`src/rtl/axis_pattern_src.sv`:
```
// axis_pattern_src: byte-wide AXI4-Stream pattern source.
// Emits a programmed burst of counter or LFSR bytes on a start pulse,
// honours backpressure, and can insert idle gaps between beats.
// Optional feature macro: AXIS_PATTERN_SRC_LFSR_EN builds the LFSR
// generator and lets 'mode' select it; without it the source always counts.

module axis_pattern_src #(
    parameter int         LEN_WIDTH = 16,
    parameter logic [7:0] LFSR_SEED = 8'h01
) (
    input  logic                 aclk,
    input  logic                 aresetn,
    input  logic                 start,
    input  logic [LEN_WIDTH-1:0] len,
    input  logic                 mode,
    input  logic [3:0]           gap,
    output logic                 busy,
    output logic                 done,
    output logic [LEN_WIDTH-1:0] beat_cnt,
    output logic                 m_axis_tvalid,
    input  logic                 m_axis_tready,
    output logic [7:0]           m_axis_tdata
);

    typedef enum logic [1:0] {
        IDLE = 2'd0,
        SEND = 2'd1,
        GAP  = 2'd2,
        DONE = 2'd3
    } state_t;

    state_t               state_q;
    logic [LEN_WIDTH-1:0] remaining_q;
    logic [LEN_WIDTH-1:0] beatCnt_q;
    logic [3:0]           gapLen_q;
    logic [3:0]           gapCnt_q;
    logic [7:0]           data_q;
    logic                 tvalid_q;
    logic                 done_q;
    logic                 busy_q;
    logic [7:0]           nextData_d;
    logic [7:0]           firstData_d;
    logic                 handshake;

`ifdef AXIS_PATTERN_SRC_LFSR_EN
    logic                 mode_q;

    // Pick the first byte of a burst and the byte that follows a handshake,
    // using the counter or the x^8+x^6+x^5+x^4+1 LFSR depending on mode.
    always_comb begin
        firstData_d = mode ? LFSR_SEED : 8'h00;
        nextData_d  = data_q + 8'd1;
        if (mode_q) begin
            nextData_d = {data_q[6:0], data_q[7] ^ data_q[5] ^ data_q[4] ^ data_q[3]};
        end
    end
`else
    logic                 unusedModeAndSeed;

    // Counter-only build: mode and the seed have no effect on the stream.
    always_comb begin
        firstData_d = 8'h00;
        nextData_d  = data_q + 8'd1;
    end

    assign unusedModeAndSeed = mode ^ (^LFSR_SEED);
`endif

    assign handshake = tvalid_q & m_axis_tready;

    // Burst sequencer: all outputs are registered here so that tvalid and
    // tdata never depend combinationally on tready.
    always_ff @(posedge aclk) begin
        if (!aresetn) begin
            state_q     <= IDLE;
            remaining_q <= '0;
            beatCnt_q   <= '0;
            gapLen_q    <= 4'd0;
            gapCnt_q    <= 4'd0;
            data_q      <= 8'h00;
            tvalid_q    <= 1'b0;
            done_q      <= 1'b0;
            busy_q      <= 1'b0;
`ifdef AXIS_PATTERN_SRC_LFSR_EN
            mode_q      <= 1'b0;
`endif
        end else begin
            case (state_q)
                IDLE: begin
                    if (start) begin
                        remaining_q <= len;
                        beatCnt_q   <= '0;
                        gapLen_q    <= gap;
                        data_q      <= firstData_d;
                        busy_q      <= 1'b1;
`ifdef AXIS_PATTERN_SRC_LFSR_EN
                        mode_q      <= mode;
`endif
                        if (len != '0) begin
                            state_q  <= SEND;
                            tvalid_q <= 1'b1;
                        end else begin
                            state_q <= DONE;
                            done_q  <= 1'b1;
                        end
                    end
                end
                SEND: begin
                    if (handshake) begin
                        beatCnt_q   <= beatCnt_q + 1'b1;
                        remaining_q <= remaining_q - 1'b1;
                        data_q      <= nextData_d;
                        if (remaining_q == {{(LEN_WIDTH-1){1'b0}}, 1'b1}) begin
                            state_q  <= DONE;
                            tvalid_q <= 1'b0;
                            done_q   <= 1'b1;
                        end else if (gapLen_q != 4'd0) begin
                            state_q  <= GAP;
                            tvalid_q <= 1'b0;
                            gapCnt_q <= gapLen_q;
                        end
                    end
                end
                GAP: begin
                    if (gapCnt_q == 4'd1) begin
                        state_q  <= SEND;
                        tvalid_q <= 1'b1;
                    end else begin
                        gapCnt_q <= gapCnt_q - 4'd1;
                    end
                end
                DONE: begin
                    state_q <= IDLE;
                    done_q  <= 1'b0;
                    busy_q  <= 1'b0;
                end
                default: begin
                    state_q  <= IDLE;
                    tvalid_q <= 1'b0;
                    done_q   <= 1'b0;
                    busy_q   <= 1'b0;
                end
            endcase
        end
    end

    assign busy          = busy_q;
    assign done          = done_q;
    assign beat_cnt      = beatCnt_q;
    assign m_axis_tvalid = tvalid_q;
    assign m_axis_tdata  = data_q;

endmodule

```
`config.mk`:
```
export PLATFORM = sky130hd
export DESIGN_NAME = axis_pattern_src
export DESIGN_NICKNAME = d
export VERILOG_FILES = /design/src/rtl/axis_pattern_src.sv
export SDC_FILE = /design/constraint.sdc
export NUM_CORES = 1
export LEC_CHECK = 0
export ABC_AREA = 0
export CAP_MARGIN = 10
export CORE_MARGIN = 2
export CORE_UTILIZATION = 50
export DETAILED_ROUTE_END_ITERATION = 16
export GPL_ROUTABILITY_DRIVEN = 0
export PLACE_DENSITY = 0.83
export SLEW_MARGIN = 20
export SYNTH_ARGS = -nofsm -noshare
export SYNTH_HDL_FRONTEND = slang
export SYNTH_SLANG_ARGS = --single-unit
```
`constraint.sdc`:
```
create_clock -name aclk -period 5.8 [get_ports aclk]
set_input_delay 1.16 -clock aclk [delete_from_list [all_inputs] [get_ports aclk]]
set_output_delay 1.16 -clock aclk [all_outputs]
set_load 0.1 [all_outputs]
```
==> metrics.txt <==
status=finished, final reports clean; Post-synth top cells=dfxtp_1, nor2_1, nand2_1, a21oi_1; register area share after synthesis=38.5%; met3 usage in global routing=3.45%; cell taking the most area after synthesis=dfxtp_1; ys async rst share=0%; startpoint types=input pin; Peak Freq=312 MHz; Boundary Pins=52; number of flops mapped to enable cells by yosys=0; Area after DPL=3270 µm²; busiest grt layer=met2; CTS Sinks=53; most common cell in the netlist=dfxtp_1; fillcell total=474; 1st-pass router iterations=4; hold_buf cts=0; routed wire length=6900 µm; DR vias/cell=5.83; starting density of the core=51.0%; final max-slew violation count=0; design area=3390 µm²; global-route usage over all layers=22.8%; DRC=0; Cell Pwr Density=266 nW/µm²; initial antenna violation count=0; met1 Use GR=29.4%; Register-to-Register Path Depth=5; Final setup viols=0; clock tree root driver cell=clkbuf_8; WS Path Type=in -> reg; Core ar.=5410 µm²; Clock Path Buffers=2; top post-synthesis cells by area=dfxtp_1, nor2_1, xor2_1, a21oi_1, nand2_1; Detail Route Antenna Nets=0; FF/Latch Area=1060 µm²; Clock Skews=9.08 ps; RSZ-0062 raised after global routing=no; post-CTS setup buffers=0; fraction of layout instances using a drive strength above 1=4.38%; syn avg cell area=7.88 µm²; first-pass GRT wire length=11400 µm; GR Layer Usage met2=38.7%; Hold WC Path Type=reg -> reg; post_cts resized=0; post-DP HPWL=4920 µm; Worst-Margin Slew=993 ps; CP Max Fanout=11; flop2flop setup slack=3070 ps; slowest CP cell=a211oi_1; Setup crit end=beat_cnt[7]; crit path DAT=3390 ps; vias in the first global route=2542; WL/cell=15.0 µm; max incr delay on CP=670 ps; Yosys warning count=0; Net Count, Synth=381; Nets=418; worst vdd ir=0.000149 V; grt ovf=0; largest net degree at the start of global routing=29; final worst path period need=3210 ps; post-synth top area share=38.5%; Slew headroom=33.6%; post-synthesis cell area=2760 µm²; area grow syn2layout=23.0%; TritonCTS clock tree=yes; IO buf count=50; crit share post-route=55.3%; Chip Width=78.3 µm; TNS Setup=0 ps; leakage power=1.23 nW; count of final hold-check violations=0; Synth Register Bits=53; RR Endpoint=beat_cnt[7]; later-pin clock latency in the skew report=320 ps; number of DRC markers in iteration 0=184; row cnt=27; WP data required=5980 ps; Cells after Synth=350; Yosys cell types=53; Num CTS Buffers=5; ANT cells=0; Max-Cap Viols=0; critical path startpoint=start; critical path capture point type=register; routed via count=2681; Die Span Y=78.3 µm; # H-tree levels=2; CTS clock-pin slew for the worst setup and hold paths=100 ps; die area=6130 µm²; combined area of the multi-input logic cells=1590 µm²; Most used DFF post-synth=dfxtp_1; worst reg2reg path startpoint=state_q[0]; crit path cell chain=clkdlybuf4s50_1 -> or3b_2 -> a211oi_1 -> and3_1 -> xnor2_1 -> nor2_1
[registers in the layout, indices dropped and copies added, names as in the netlist]
signal,flops
beat_cnt,16
remaining_q,16
m_axis_tdata,8
gapCnt_q,4
gapLen_q,4
state_q,2
busy,1
done,1
m_axis_tvalid,1
[through the flow]
stage	hold WS [ps]	util, %	cells	power, mW	setup WS (ps)
6_report	487	62.8	460	0.902	2590
5_1_grt	510	62.8	460	0.943	2450
4_1_cts	486	62.7	460	0.899	2600
3_5_place_dp	471	60.5	452	0.638	2270
3_3_place_gp	464	60.5	452	0.632	2250
2_1_floorplan	448	-	350	0.579	3180
[cell type report]
cell class,instances,share of cell area [%]
clock buffers,5,2.03
clock inverters,3,1.47
well taps,72,2.65
inverters,8,0.885
multi-input cells,269,46.9
repair buffers,50,14.7
flip-flops and latches,53,31.3
[cells by family (layout without fill, tap and decap cells)]
| kind of cell | Yosys count | after routing | share of synthesized area (%) |
|---|---|---|---|
| simple gates | 157 | 157 | 28.6 |
| compound gates | 83 | 83 | 19.0 |
| flops | 53 | 53 | 38.5 |
| buf+inv | 28 | 66 | 3.90 |
| xor+xnor | 22 | 22 | 6.98 |
| fa+ha+maj | 6 | 6 | 2.72 |
| mux | 1 | 1 | 0.363 |
[worst min-delay path by stage]
stage,from,end,slack [ps],depth (start not counted)
after detailed placement,gapLen_q[3],gapLen_q[3],470,2
after floorplan,remaining_q[15],remaining_q[15],450,1
final,remaining_q[15],remaining_q[15],490,1
after global routing,gapCnt_q[1],gapCnt_q[1],510,2
after CTS,gapLen_q[3],gapLen_q[3],490,2
after global placement,gapLen_q[2],gapLen_q[2],460,2
[cells in the final DEF, fill, tap and decap left out, drive strengths merged, types with 5 or more instances in the layout]
cell,instances
a21oi,31
and3,8
clkbuf,5
clkdlybuf4s50,50
dfxtp,53
ha,6
inv,8
nand2,33
nand3,13
nand4,9
nor2,50
nor3,8
nor4,8
o211ai,5
o21ai,18
xor2,18
[where the power goes]
group / internal [mW] / switching [mW] / total [mW] / leakage [nW]
sequential: 0.386 / 0.0321 / 0.418 / 0.432
combinational: 0.0819 / 0.135 / 0.217 / 0.734
clock: 0.132 / 0.135 / 0.267 / 0.0603
[layer usage]
layer	wire, µm	up-vias
met3	306	9
met2	3400	73
met4	98	0
met5	0	-
met1	3100	1264
li1	-	1335
[critical path, delay by kind of cell]
kind                      cells  cell delay [ps]
AOI/OAI and AO/OA             1              670
xor gates and xnor gates      1              120
buffers and inverters         1              520
and+or+nand+nor               3              910
Power figures use the tool's default switching activity.
